==> config.mk <==
export PLATFORM = sky130hd
export DESIGN_NAME = flash_cmd_sequencer_flat
export DESIGN_NICKNAME = d
export VERILOG_FILES = /design/src/rtl/flash_pkg.sv /design/src/rtl/flash_cmd_sequencer_if.sv /design/src/rtl/flash_cmd_rom.sv /design/src/rtl/flash_cmd_sequencer.sv /design/src/flat_wrapper.sv
export SDC_FILE = /design/constraint.sdc
export NUM_CORES = 1
export LEC_CHECK = 0
export ABC_AREA = 0
export CAP_MARGIN = 0
export CORE_MARGIN = 2
export CORE_UTILIZATION = 49
export DETAILED_ROUTE_END_ITERATION = 6
export MAX_ROUTING_LAYER = met4
export PLACE_DENSITY_LB_ADDON = 0.08
export RECOVER_POWER = 100
export SYNTH_ARGS = -nofsm -noshare
export SYNTH_HDL_FRONTEND = slang
export SYNTH_SLANG_ARGS = --single-unit
==> constraint.sdc <==
create_clock -name CLK -period 3.68 [get_ports CLK]
set_input_delay 1.104 -clock CLK [delete_from_list [all_inputs] [get_ports CLK]]
set_output_delay 1.104 -clock CLK [all_outputs]
set_load 0.02 [all_outputs]
==> src/rtl/flash_pkg.sv <==
// flash_pkg: shared op encodings, JEDEC command constants, sequencer states and ROM entry type
package flash_pkg;
  typedef enum logic [1:0] {OP_PROGRAM, OP_SECTOR_ERASE, OP_CHIP_ERASE, OP_RESET} op_e;
  typedef enum logic [2:0] {IDLE, W_SETUP, W_PULSE, W_HOLD, P_RD, P_GAP, RST_W, FIN} state_e;
  localparam logic [10:0] UNLOCK_A1 = 11'h555;
  localparam logic [10:0] UNLOCK_A2 = 11'h2AA;
  localparam logic [7:0] D_UNLOCK1 = 8'hAA;
  localparam logic [7:0] D_UNLOCK2 = 8'h55;
  localparam logic [7:0] D_PROGRAM = 8'hA0;
  localparam logic [7:0] D_ERASE = 8'h80;
  localparam logic [7:0] D_SECTOR = 8'h30;
  localparam logic [7:0] D_CHIP = 8'h10;
  localparam logic [7:0] D_RESET = 8'hF0;
  typedef struct packed {
    logic addr_sel;
    logic data_sel;
    logic [10:0] addr;
    logic [7:0] data;
    logic last;
  } rom_t;
endpackage

==> src/rtl/flash_cmd_sequencer_if.sv <==
// flash_cmd_sequencer_if: requester-side handshake (CMD_* in, DONE/ERROR/BUSY/CMD_READY out)
interface flash_cmd_sequencer_if import flash_pkg::*; #(parameter int ADDR_W = 19) ();
  logic CMD_VALID;
  logic CMD_READY;
  op_e CMD_OP;
  logic [ADDR_W-1:0] CMD_ADDR;
  logic [15:0] CMD_DATA;
  logic DONE;
  logic ERROR;
  logic BUSY;
  modport master (output CMD_VALID, CMD_OP, CMD_ADDR, CMD_DATA, input CMD_READY, DONE, ERROR, BUSY);
  modport slave (input CMD_VALID, CMD_OP, CMD_ADDR, CMD_DATA, output CMD_READY, DONE, ERROR, BUSY);
endinterface

==> src/rtl/flash_cmd_rom.sv <==
// flash_cmd_rom: (op, step) -> write-cycle entry; addr_sel/data_sel pick the latched command address/data
module flash_cmd_rom import flash_pkg::*; (
  input op_e op,
  input logic [2:0] step,
  output rom_t rom
);
  always_comb begin
    rom = '{addr_sel: 1'b0, data_sel: 1'b0, addr: UNLOCK_A1, data: D_UNLOCK1, last: 1'b0};
    if (op == OP_RESET) rom = '{addr_sel: 1'b0, data_sel: 1'b0, addr: 11'h000, data: D_RESET, last: 1'b1};
    else if (step == 3'd1 || step == 3'd4) rom = '{addr_sel: 1'b0, data_sel: 1'b0, addr: UNLOCK_A2, data: D_UNLOCK2, last: 1'b0};
    else if (step == 3'd2) rom.data = op == OP_PROGRAM ? D_PROGRAM : D_ERASE;
    else if (op == OP_PROGRAM && step == 3'd3) rom = '{addr_sel: 1'b1, data_sel: 1'b1, addr: 11'h000, data: 8'h00, last: 1'b1};
    else if (step == 3'd5) rom = op == OP_SECTOR_ERASE ?
      '{addr_sel: 1'b1, data_sel: 1'b0, addr: 11'h000, data: D_SECTOR, last: 1'b1} :
      '{addr_sel: 1'b0, data_sel: 1'b0, addr: UNLOCK_A1, data: D_CHIP, last: 1'b1};
  end
endmodule

==> src/rtl/flash_cmd_sequencer.sv <==
// flash_cmd_sequencer: JEDEC write scripts onto the flash pins, then DQ6/DQ5 toggle polling
// Ports: CLK/RESET_n; cmd (slave handshake); FLASH_* address, data, strobes and read data.
module flash_cmd_sequencer import flash_pkg::*; #(
  parameter int ADDR_W = 19,
  parameter int T_WE = 4,
  parameter int T_OE = 3,
  parameter logic [23:0] TIMEOUT = 24'hFFFFFF
) (
  input logic CLK,
  input logic RESET_n,
  flash_cmd_sequencer_if.slave cmd,
  output logic [ADDR_W-1:0] FLASH_ADDR,
  output logic [15:0] FLASH_DQ_OUT,
  output logic FLASH_DQ_OE,
  input logic [15:0] FLASH_DQ_IN,
  output logic FLASH_CE_n,
  output logic FLASH_WE_n,
  output logic FLASH_OE_n
);
  state_e state_q, state_d;
  op_e op_q, op_d;
  logic [ADDR_W-1:0] addr_q, addr_d, faddr_q, faddr_d;
  logic [15:0] data_q, data_d, fdq_q, fdq_d, cur_q, cur_d, prev_q, prev_d;
  logic [2:0] step_q, step_d;
  logic [7:0] tmr_q, tmr_d;
  logic [23:0] poll_q, poll_d, poll_inc;
  logic [1:0] cnt_q, cnt_d;
  logic dq5_q, dq5_d, error_q, error_d, done_q, done_d, busy_q, busy_d, ready_q, ready_d;
  logic ce_n_q, ce_n_d, we_n_q, we_n_d, oe_n_q, oe_n_d, dq_oe_q, dq_oe_d, last_q, last_d;
  logic toggled, wr;
  rom_t rom;
  flash_cmd_rom u_rom (.op(op_d), .step(step_d), .rom(rom));
  always_comb begin
    state_d = state_q;
    op_d = op_q;
    addr_d = addr_q;
    data_d = data_q;
    step_d = step_q;
    tmr_d = tmr_q;
    poll_d = poll_q;
    cur_d = cur_q;
    prev_d = prev_q;
    cnt_d = cnt_q;
    dq5_d = dq5_q;
    error_d = error_q;
    poll_inc = &poll_q ? poll_q : poll_q + 24'd1;
    toggled = |((cur_q ^ prev_q) & 16'h0040);
    case (state_q)
      IDLE: if (cmd.CMD_VALID) begin
        state_d = W_SETUP;
        op_d = cmd.CMD_OP;
        addr_d = cmd.CMD_ADDR;
        data_d = cmd.CMD_DATA;
        step_d = 3'd0;
        poll_d = 24'd0;
        cnt_d = 2'd0;
        dq5_d = 1'b0;
        error_d = 1'b0;
      end
      W_SETUP, RST_W: begin
        state_d = W_PULSE;
        tmr_d = 8'(T_WE - 1);
      end
      W_PULSE: if (tmr_q == 8'd0) state_d = W_HOLD; else tmr_d = tmr_q - 8'd1;
      W_HOLD: if (!last_q) begin
        state_d = W_SETUP;
        step_d = step_q + 3'd1;
      end else if (op_q == OP_RESET) state_d = FIN;
      else begin
        state_d = P_RD;
        tmr_d = 8'(T_OE - 1);
      end
      P_RD: if (tmr_q == 8'd0) begin
        state_d = P_GAP;
        cur_d = FLASH_DQ_IN;
        prev_d = cur_q;
        cnt_d = cnt_q == 2'd2 ? 2'd2 : cnt_q + 2'd1;
      end else tmr_d = tmr_q - 8'd1;
      P_GAP: begin
        poll_d = poll_inc;
        if (cnt_q == 2'd2 && !toggled) state_d = FIN;
        else if ((cnt_q == 2'd2 && dq5_q) || poll_inc == TIMEOUT) begin
          // failed op: abort through a single F0 write, reusing the RESET script entry
          state_d = RST_W;
          error_d = 1'b1;
          op_d = OP_RESET;
          step_d = 3'd0;
        end else begin
          state_d = P_RD;
          tmr_d = 8'(T_OE - 1);
          // DQ5 seen while toggling: restart the pair so the confirming reads are fresh
          if (cnt_q == 2'd2 && cur_q[5]) begin
            dq5_d = 1'b1;
            cnt_d = 2'd0;
          end
        end
      end
      FIN: state_d = IDLE;
      default: state_d = IDLE;
    endcase
    // outputs are registered from the next state so pins change cleanly on the edge
    wr = state_d inside {W_SETUP, W_PULSE, W_HOLD, RST_W};
    faddr_d = wr ? (rom.addr_sel ? addr_d : ADDR_W'(rom.addr)) : faddr_q;
    fdq_d = wr ? (rom.data_sel ? data_d : {8'h00, rom.data}) : fdq_q;
    last_d = wr ? rom.last : last_q;
    ce_n_d = state_d inside {IDLE, FIN};
    we_n_d = state_d != W_PULSE;
    oe_n_d = state_d != P_RD;
    dq_oe_d = wr;
    done_d = state_d == FIN;
    busy_d = state_d != IDLE;
    ready_d = state_d == IDLE;
  end
  always_ff @(posedge CLK or negedge RESET_n) begin
    if (!RESET_n) begin
      state_q <= IDLE;
      op_q <= OP_PROGRAM;
      addr_q <= '0;
      data_q <= '0;
      step_q <= '0;
      tmr_q <= '0;
      poll_q <= '0;
      cur_q <= '0;
      prev_q <= '0;
      cnt_q <= '0;
      dq5_q <= 1'b0;
      error_q <= 1'b0;
      done_q <= 1'b0;
      busy_q <= 1'b0;
      ready_q <= 1'b1;
      ce_n_q <= 1'b1;
      we_n_q <= 1'b1;
      oe_n_q <= 1'b1;
      dq_oe_q <= 1'b0;
      faddr_q <= '0;
      fdq_q <= '0;
      last_q <= 1'b0;
    end else begin
      state_q <= state_d;
      op_q <= op_d;
      addr_q <= addr_d;
      data_q <= data_d;
      step_q <= step_d;
      tmr_q <= tmr_d;
      poll_q <= poll_d;
      cur_q <= cur_d;
      prev_q <= prev_d;
      cnt_q <= cnt_d;
      dq5_q <= dq5_d;
      error_q <= error_d;
      done_q <= done_d;
      busy_q <= busy_d;
      ready_q <= ready_d;
      ce_n_q <= ce_n_d;
      we_n_q <= we_n_d;
      oe_n_q <= oe_n_d;
      dq_oe_q <= dq_oe_d;
      faddr_q <= faddr_d;
      fdq_q <= fdq_d;
      last_q <= last_d;
    end
  end
  assign cmd.CMD_READY = ready_q;
  assign cmd.DONE = done_q;
  assign cmd.ERROR = error_q;
  assign cmd.BUSY = busy_q;
  assign FLASH_ADDR = faddr_q;
  assign FLASH_DQ_OUT = fdq_q;
  assign FLASH_DQ_OE = dq_oe_q;
  assign FLASH_CE_n = ce_n_q;
  assign FLASH_WE_n = we_n_q;
  assign FLASH_OE_n = oe_n_q;
endmodule

==> src/flat_wrapper.sv <==
// flat-port wrapper written by rule: the top's interface ports become plain ports
module flash_cmd_sequencer_flat import flash_pkg::*;
#(
  parameter int ADDR_W = 19,
  parameter int T_WE = 4,
  parameter int T_OE = 3,
  parameter logic [23:0] TIMEOUT = 24'hFFFFFF
)
  (CLK, RESET_n, FLASH_ADDR, FLASH_DQ_OUT, FLASH_DQ_OE, FLASH_DQ_IN, FLASH_CE_n, FLASH_WE_n, FLASH_OE_n, cmd_CMD_VALID, cmd_CMD_OP, cmd_CMD_ADDR, cmd_CMD_DATA, cmd_CMD_READY, cmd_DONE, cmd_ERROR, cmd_BUSY);
  flash_cmd_sequencer_if #(.ADDR_W(ADDR_W)) cmd_i ();
  input logic CLK;
  input logic RESET_n;
  output logic [ADDR_W-1:0] FLASH_ADDR;
  output logic [15:0] FLASH_DQ_OUT;
  output logic FLASH_DQ_OE;
  input logic [15:0] FLASH_DQ_IN;
  output logic FLASH_CE_n;
  output logic FLASH_WE_n;
  output logic FLASH_OE_n;
  input wire logic [$bits(cmd_i.CMD_VALID)-1:0] cmd_CMD_VALID;
  input wire logic [$bits(cmd_i.CMD_OP)-1:0] cmd_CMD_OP;
  input wire logic [$bits(cmd_i.CMD_ADDR)-1:0] cmd_CMD_ADDR;
  input wire logic [$bits(cmd_i.CMD_DATA)-1:0] cmd_CMD_DATA;
  output wire logic [$bits(cmd_i.CMD_READY)-1:0] cmd_CMD_READY;
  output wire logic [$bits(cmd_i.DONE)-1:0] cmd_DONE;
  output wire logic [$bits(cmd_i.ERROR)-1:0] cmd_ERROR;
  output wire logic [$bits(cmd_i.BUSY)-1:0] cmd_BUSY;
  assign cmd_i.CMD_VALID = cmd_CMD_VALID;
  assign cmd_i.CMD_OP = cmd_CMD_OP;
  assign cmd_i.CMD_ADDR = cmd_CMD_ADDR;
  assign cmd_i.CMD_DATA = cmd_CMD_DATA;
  assign cmd_CMD_READY = cmd_i.CMD_READY;
  assign cmd_DONE = cmd_i.DONE;
  assign cmd_ERROR = cmd_i.ERROR;
  assign cmd_BUSY = cmd_i.BUSY;
  flash_cmd_sequencer #(.ADDR_W(ADDR_W), .T_WE(T_WE), .T_OE(T_OE), .TIMEOUT(TIMEOUT)) u_core (.CLK(CLK), .RESET_n(RESET_n), .cmd(cmd_i), .FLASH_ADDR(FLASH_ADDR), .FLASH_DQ_OUT(FLASH_DQ_OUT), .FLASH_DQ_OE(FLASH_DQ_OE), .FLASH_DQ_IN(FLASH_DQ_IN), .FLASH_CE_n(FLASH_CE_n), .FLASH_WE_n(FLASH_WE_n), .FLASH_OE_n(FLASH_OE_n));
endmodule
Yosys cells after proc, flatten, opt, wreduce, memory -nomap -nowiden
Index checks and enable logic that the tools add are counted.

Flip-flop bits (word level): 136. Latch bits: 0. Memory bits (writable): 0. Memory bits (read-only): 0. Bits of input ports: 56. Output and inout bits: 43. Word-level logic and storage cells: 142. Memories kept: 0.

Add/subtract/negate cells: 4. Multiply operators: 0. Divide/modulo/power cells: 0. Order comparisons: 0. Eq/ne operators: 33. Shifts and indexed selects: 0. Multiplexer cells: 56. Bitwise operators: 1. Reductions and logical operators: 26.

Operators by type and width (count): $mux W22 (5); $mux W19 (3); $mux W16 (3); $mux W24 (2); $mux W8 (6); $pmux W24 S2 (1); $pmux W8 S4 (1); $mux W3 (9); $add A24 B1 Y24 const B (1); $eq A24 B24 Y1 const B (1); $eq A3 B3 Y1 const B (8); $reduce_and A24 Y1 (1); $mux W2 (11); $pmux W3 S7 (1); $eq A3 B2 Y1 const B (6); $mux W13 (1); $reduce_and A6 Y1 (2); $ne A2 B2 Y1 const B (5); $eq A3 B1 Y1 const B (3); $pmux W3 S3 (1); $logic_not A8 Y1 (1); $ne A2 B1 Y1 const B (4); $reduce_bool A4 Y1 (2); $sub A8 B1 Y8 const B (1); 23 further kinds (41).

Longest topological paths before layout
Word-level depth: 15. Mapped depth: 16. Mapped depth without buffers: 12.

By module
A second synthesis with hierarchy kept.

Cells, all modules: 729. Area, all modules: 6607.6 um^2.

Modules (own cells, without submodules): flash_cmd_sequencer (times used 1, cells an instance 681, area an instance 6284.8 um^2, sequential area each 3133.0 um^2); flash_cmd_rom (times used 1, cells an instance 48, area an instance 322.8 um^2, sequential area each 0.0 um^2).

Worst setup path before layout
No wires, ideal clock.

Path type: register to register. Start point: register u_core.poll_q[0]. End point: register u_core.faddr_q[9] (netlist: u_core.FLASH_ADDR[9]). Library setup time: 126 ps. Arrival: 3476 ps. Required time: 3554 ps. Setup slack: 78 ps. Cell stages (with the launch flop): 15. Path buffers: 3. Period minus slack after synthesis: 3602 ps. Cell sequence: dfrtp_1 -> ha_1 -> buf_4 -> nand3_2 -> or4_1 -> buf_2 -> o2111a_1 -> xnor2_2 -> a211o_4 -> nor4_4 -> o21a_4 -> or4b_1 -> buf_4 -> nand2_1 -> a311o_1.

Word-level cells in the longest chain between the ends: 15. Elaborated cells on any way between the ends: 36. Classes of those cells: add/sub (1); eq/ne (12); mux (17); reduce/logical (6).

Ends and longest elaborated chain: start, declared (RTL line flash_cmd_sequencer.sv:26) `logic [23:0] poll_q, poll_d, poll_inc;`; start signal, assigned (RTL line flash_cmd_sequencer.sv:145) `poll_q <= poll_d;`; $add A24 B1 Y24 or $reduce_and A24 Y1 (tied branches) (RTL line flash_cmd_sequencer.sv:46) `poll_inc = &poll_q ? poll_q : poll_q + 24'd1;`; $mux W24 (*) (RTL line flash_cmd_sequencer.sv:46); $eq A24 B24 Y1 (*) (RTL line flash_cmd_sequencer.sv:82) `else if ((cnt_q == 2'd2 && dq5_q) || poll_inc == TIMEOUT) begin`; $logic_or A1 B1 Y1 (*) (RTL line flash_cmd_sequencer.sv:82); $mux W2 (RTL line flash_cmd_sequencer.sv:82); $mux W2 (RTL line flash_cmd_sequencer.sv:81) `if (cnt_q == 2'd2 && !toggled) state_d = FIN;`; $pmux W2 S2 (RTL line flash_cmd_sequencer.sv:48) `case (state_q)`; $eq A2 B1 Y1 (RTL line flash_cmd_rom.sv:13) `else if (step == 3'd5) rom = op == OP_SECTOR_ERASE ?`; $mux W22 (2 in a row) (RTL line flash_cmd_rom.sv:13); $mux W22 (RTL line flash_cmd_rom.sv:12) `else if (op == OP_PROGRAM && step == 3'd3) rom = '{addr_sel: 1'b1, data_sel: 1'b1, addr: 11'h000, data: 8'h00, ...`; $mux W13 (RTL line flash_cmd_rom.sv:11) `else if (step == 3'd2) rom.data = op == OP_PROGRAM ? D_PROGRAM : D_ERASE;`; $mux W22 (RTL line flash_cmd_rom.sv:10) `else if (step == 3'd1 || step == 3'd4) rom = '{addr_sel: 1'b0, data_sel: 1'b0, addr: UNLOCK_A2, data: D_UNLOCK ...`; $mux W22 (RTL line flash_cmd_rom.sv:9) `if (op == OP_RESET) rom = '{addr_sel: 1'b0, data_sel: 1'b0, addr: 11'h000, data: D_RESET, last: 1'b1};`; $mux W19 (RTL line flash_cmd_sequencer.sv:103) `faddr_d = wr ? (rom.addr_sel ? addr_d : ADDR_W'(rom.addr)) : faddr_q;`; end signal, assigned (RTL line flash_cmd_sequencer.sv:158) `faddr_q <= faddr_d;`; end, declared (RTL line flash_cmd_sequencer.sv:22) `logic [ADDR_W-1:0] addr_q, addr_d, faddr_q, faddr_d;`.

Every way passes the cells marked *; elsewhere a longest branch is shown, timed or not. A chain may end at the register's enable or synchronous reset.

Worst setup path in the final report
Start point: register u_core.poll_q[0]. End point: register u_core.fdq_q[1] (netlist: u_core.FLASH_DQ_OUT[1]).

Word-level cells in the longest chain between the ends: 14. Elaborated cells on any way between the ends: 35. Classes of those cells: add/sub (1); eq/ne (11); mux (17); reduce/logical (6).

Ends and longest elaborated chain: $add A24 B1 Y24 or $reduce_and A24 Y1 (tied branches) (RTL line flash_cmd_sequencer.sv:46); $mux W24 (*) (RTL line flash_cmd_sequencer.sv:46); $eq A24 B24 Y1 (*) (RTL line flash_cmd_sequencer.sv:82); $logic_or A1 B1 Y1 (*) (RTL line flash_cmd_sequencer.sv:82); $mux W3 or $mux W2 (tied branches) (RTL line flash_cmd_sequencer.sv:82); $mux W3 or $mux W2 (tied branches) (RTL line flash_cmd_sequencer.sv:81); $pmux W3 S3 or $pmux W2 S2 (tied branches) (RTL line flash_cmd_sequencer.sv:48); $eq A3 B3 Y1, or another cell as far along (RTL line flash_cmd_rom.sv:13); $mux W22 or $logic_and A1 B1 Y1 (tied branches) (RTL line flash_cmd_rom.sv:13, flash_cmd_rom.sv:12); $mux W22 (RTL line flash_cmd_rom.sv:12); $mux W8 or $mux W13 (tied branches) (RTL line flash_cmd_rom.sv:11); $mux W22 (RTL line flash_cmd_rom.sv:10); $mux W22 (RTL line flash_cmd_rom.sv:9); $mux W16 (RTL line flash_cmd_sequencer.sv:104) `fdq_d = wr ? (rom.data_sel ? data_d : {8'h00, rom.data}) : fdq_q;`; end signal, assigned (RTL line flash_cmd_sequencer.sv:159) `fdq_q <= fdq_d;`; end, declared (RTL line flash_cmd_sequencer.sv:23) `logic [15:0] data_q, data_d, fdq_q, fdq_d, cur_q, cur_d, prev_q, prev_d;`.

Marks and branches as above.

==> qor_table.md <==
| Result | Value |
| --- | --- |
| Post-route worst hold slack | 0.460 ns |
| Initial core utilization | 50.5% |
| Worst-case headroom to the max-slew limit | -14.2% |
| Maximum Capacitance Violations | 1 |
| Ys Warns | 0 |
| Cell chain of the critical path | ha_1 -> nand3_2 -> or4_1 -> buf_4 -> xnor2_1 -> o21ai_0 -> a211o_4 -> nor4_4 -> o21a_4 -> buf_12 -> o21ai_0 -> nor4bb_1 -> buf_4 -> o31a_1 |
| Total global routing track utilization | 24.1% |
| Final GP Congestion | 0.925 |
| Kind of launch point of the worst setup path | flop |
| Sequential cell area | 3130 sq um |
| Longest Clk Path Bufs | 2 |
| H-Tree Level Count | 4 |
| Number of nets with antenna violations after detailed routing | 0 |
| Fin crit share | 96.3% |
| Horizontal die dimension | 118 um |
| Cell type group with the largest total delay on the critical path | simple AND/OR/NAND/NOR gates |
| Result of the run | complete, but fails checks |
| Worst R2R Setup Slack | 0.14 ns |
| IO buf count | 84 |
| Die extent in y | 118 um |
| DR WL/cell | 16.6 um |
| Number of vias in the routed layout | 5466 |
| Cell row count | 41 |
| Startpoint of the worst setup timing path | u_core.poll_q[0] |
| Min setup slack post-route | 0.138 ns |
| Routed vias/inst | 5.74 |
| Highest fanout seen on the critical path | 6 |
| Buffer and inverter count on the worst path | 3 |
| Area used by multi-input combinational logic | 3010 sq um |
| Inst Count DP | 919 |
| Capturing point of the worst reg2reg path | u_core.FLASH_DQ_OUT[1] |
| Required @ worst endpoint | 3.99 ns |
| Number of buffers created by CTS | 17 |
| Leading area contributor after synthesis | dfrtp_1 |
| Length of the first detailed-routing pass in iterations | 5 |
| Area growth from synthesis to layout | 29.6% |
| Setup repair after global routing missed its margin | no |
| Share of synthesized area occupied by flip-flops and latches | 48.9% |
| Clock latency on the worst-skew pair | 0.42 ns |
| Count of hold buffers inserted by post-cts repair | 0 |
| Register bit total from synthesis | 125 |
| DPL Wire Length | 11200 um |
| Gr ovfl total | 0 |
| Antenna diode instance count | 0 |
| Largest cells by area after synthesis | dfrtp_1, mux2_2, nand2_1 |
| Area of the mapped netlist | 6400 sq um |
| Power density over the cells | 750 nW/um^2 |
| Cell count after synthesis | 646 |
| Fraction of final layout cells with drive strength greater than 1 | 16.0% |
| Cell count of the worst reg-to-reg path | 14 |
| Count of routing violations after the opening detailed-route iteration | 420 |
| Endpoint type of the worst setup path | flop |
| Clock root cell | clkbuf_16 |
| Core area | 12700 sq um |
| Count of final hold-check violations | 0 |
| Num Clock Sinks | 125 |
| CTS tree | yes |
| Failing checks | capacitance limit, slew limit |
| Number of remaining DRC errors | 0 |
| Post-layout instance count excluding filler cells | 952 |
| Worst hold path class | flop to flop |
| Period minus WS final | 3.54 ns |
| Count of flip-flops with a built-in enable after synthesis | 0 |
| Post-synthesis area per instance | 9.91 sq um |
| Number of setup violations in the final report | 0 |
| Worst-case vdd ir drop | 0.000551 V |
| Launch instance of the worst register-to-register path | u_core.poll_q[0] |
| Clock-pin transition on the worst setup and hold timing paths | 0.06 ns |
| Ys async rst share | 100% |
| Worst Hold Depth | 2 |
| Pin count of the biggest net entering global routing | 74 |
| Via count of the first global-routing pass | 5514 |
| Slowest cell delay on critical path | 0.59 ns |
| Fraction of the core area covered by cells at the end of the flow | 65.5% |
| Antenna violations before repair | 0 |
| Post-placement worst setup slack | -0.186 ns |
| Startpoint-to-endpoint class of the critical path | flop to flop |
| Final slew viol count | 74 |
| Post-synthesis net count | 708 |
| Fill cell count | 1052 |
| Maximum clock frequency | 282 MHz |
| Endpoint, Worst Hold | u_core.FLASH_DQ_OUT[8] |
| Most instantiated library cell after synthesis | dfrtp_1 |
| Pin slew with the least headroom to its limit | 1.71 ns |
| Top-area cell type share of the netlist area | 47.3% |
| Layout Skew | 0.00952 ns |
| DRT Wirelength | 15800 um |
| Leakage power | 3.61 nW |
| Unique cell type count in the Yosys netlist | 80 |
| Worst hold path startpoint | u_core.FLASH_DQ_OUT[8] |
| Total Nets Final | 829 |
| Total power consumption of the routed design | 6.22 mW |
| Cell with the largest stage delay on the worst path | or4_1 |
| Number of ports placed on the die boundary | 99 |
| Top cells by count, synth | dfrtp_1, nand2_1, o21ai_0 |
| Dominant register cell in the synthesized netlist | dfrtp_1 |
| Wire length of the first global-routing pass | 26400 um |
| Critical path arrival | 3.85 ns |
| Total Die Area | 14000 sq um |
placed cells by master (no fill, tap or decap), types with 6 or more instances in the layout:
master	instances
dfrtp_1	121
nand2_1	81
o21ai_0	65
dlygate4sd3_1	44
buf_4	40
clkdlybuf4s50_1	39
nor2_1	35
a21oi_1	31
nand3_1	28
mux2_1	21
inv_1	20
a31oi_1	19
mux2_2	19
clkbuf_16	17
nand4_1	15
nor3_1	12
o21ai_1	11
and2_1	8
clkbuf_1	8
nand2b_1	6
ha_1	6
power breakdown:
part	switching [mW]	total, mW	internal [mW]	leakage (nW)
sequential	0.232	2.05	1.82	1.59
combinational	1.35	2.37	1.02	1.71
clock	0.622	1.80	1.18	0.312
total	2.21	6.22	4.01	3.61
logic make-up (layout without fill, tap and decap cells):
kind of cell,count (synthesis),in the layout,synth area share [%]
simple gates,231,231,19.3
mux,45,45,7.81
fa+ha+maj,6,6,1.17
compound gates,177,177,17.9
flops,125,125,48.9
xor+xnor,7,7,1.07
buf+inv,55,189,3.85
per-stage QoR:
step / setup TNS (ns) / instance area, sq um
after floorplan: 0 / 6400
after global placement: -0.926 / 7720
after detailed placement: -1.63 / 7720
after CTS: 0 / 8360
after global routing: 0 / 8300
final: 0 / 8300
registers in the layout, indices dropped and copies added (netlist names), 2 cells and up:
register,count
u_core.addr_q,19
u_core.FLASH_ADDR,19
u_core.tmr_q,8
u_core.state_q,3
u_core.op_q,2
u_core.cnt_q,2
u_core.data_q,16
u_core.FLASH_DQ_OUT,16
u_core.cur_q,2
u_core.poll_q,24
u_core.step_q,3
worst register-to-register path, delay by kind of cell (launching register included):
| kind | cells | cell delay [ns] |
|---|---|---|
| AO/OA/AOI/OAI | 5 | 1.10 |
| buffers and inverters | 3 | 0.46 |
| adder cells (fa/ha/maj) | 1 | 0.19 |
| XOR/XNOR | 1 | 0.12 |
| AND/OR/NAND/NOR | 4 | 1.21 |
| flip-flops | 1 | 0.35 |
per-layer routing:
layer	routed length, um	global-route usage [%]	share of wire (%)	vias to the layer above
met5	0	-	0	-
met4	279	8.58	1.8	0
met3	1050	7.34	6.6	28
met2	7610	37.8	48	171
met1	6890	29.7	44	2667
li1	-	-	-	2600
timing repair:
item                                    in CTS  in global routing
hold endpoints to repair                     0                  0
resized for setup                            0                  5
endpoints found under the setup margin       0                 24
buffers inserted                             0                  1
area by class of cell:
cell class	instances	share of cell area, %
clock buffer	21	5.55
multi-input combinational	466	36.2
clock inverter	11	2.19
sequential	125	37.8
inverter	21	0.950
tap	172	2.59
timing repair buffer	136	14.7
worst max-delay path by stage:
stage | slack [ns] | cells past startpoint | end
6_report | 0.14 | 14 | u_core.FLASH_DQ_OUT[1]
5_1_grt | 0.002 | 14 | u_core.FLASH_ADDR[10]
4_1_cts | 0.09 | 13 | u_core.FLASH_ADDR[1]
3_5_place_dp | -0.19 | 12 | u_core.FLASH_ADDR[1]
3_3_place_gp | -0.13 | 12 | u_core.FLASH_ADDR[5]
2_1_floorplan | 0.08 | 14 | u_core.FLASH_ADDR[9]
Note: power is estimated with default switching activity, not from simulation.
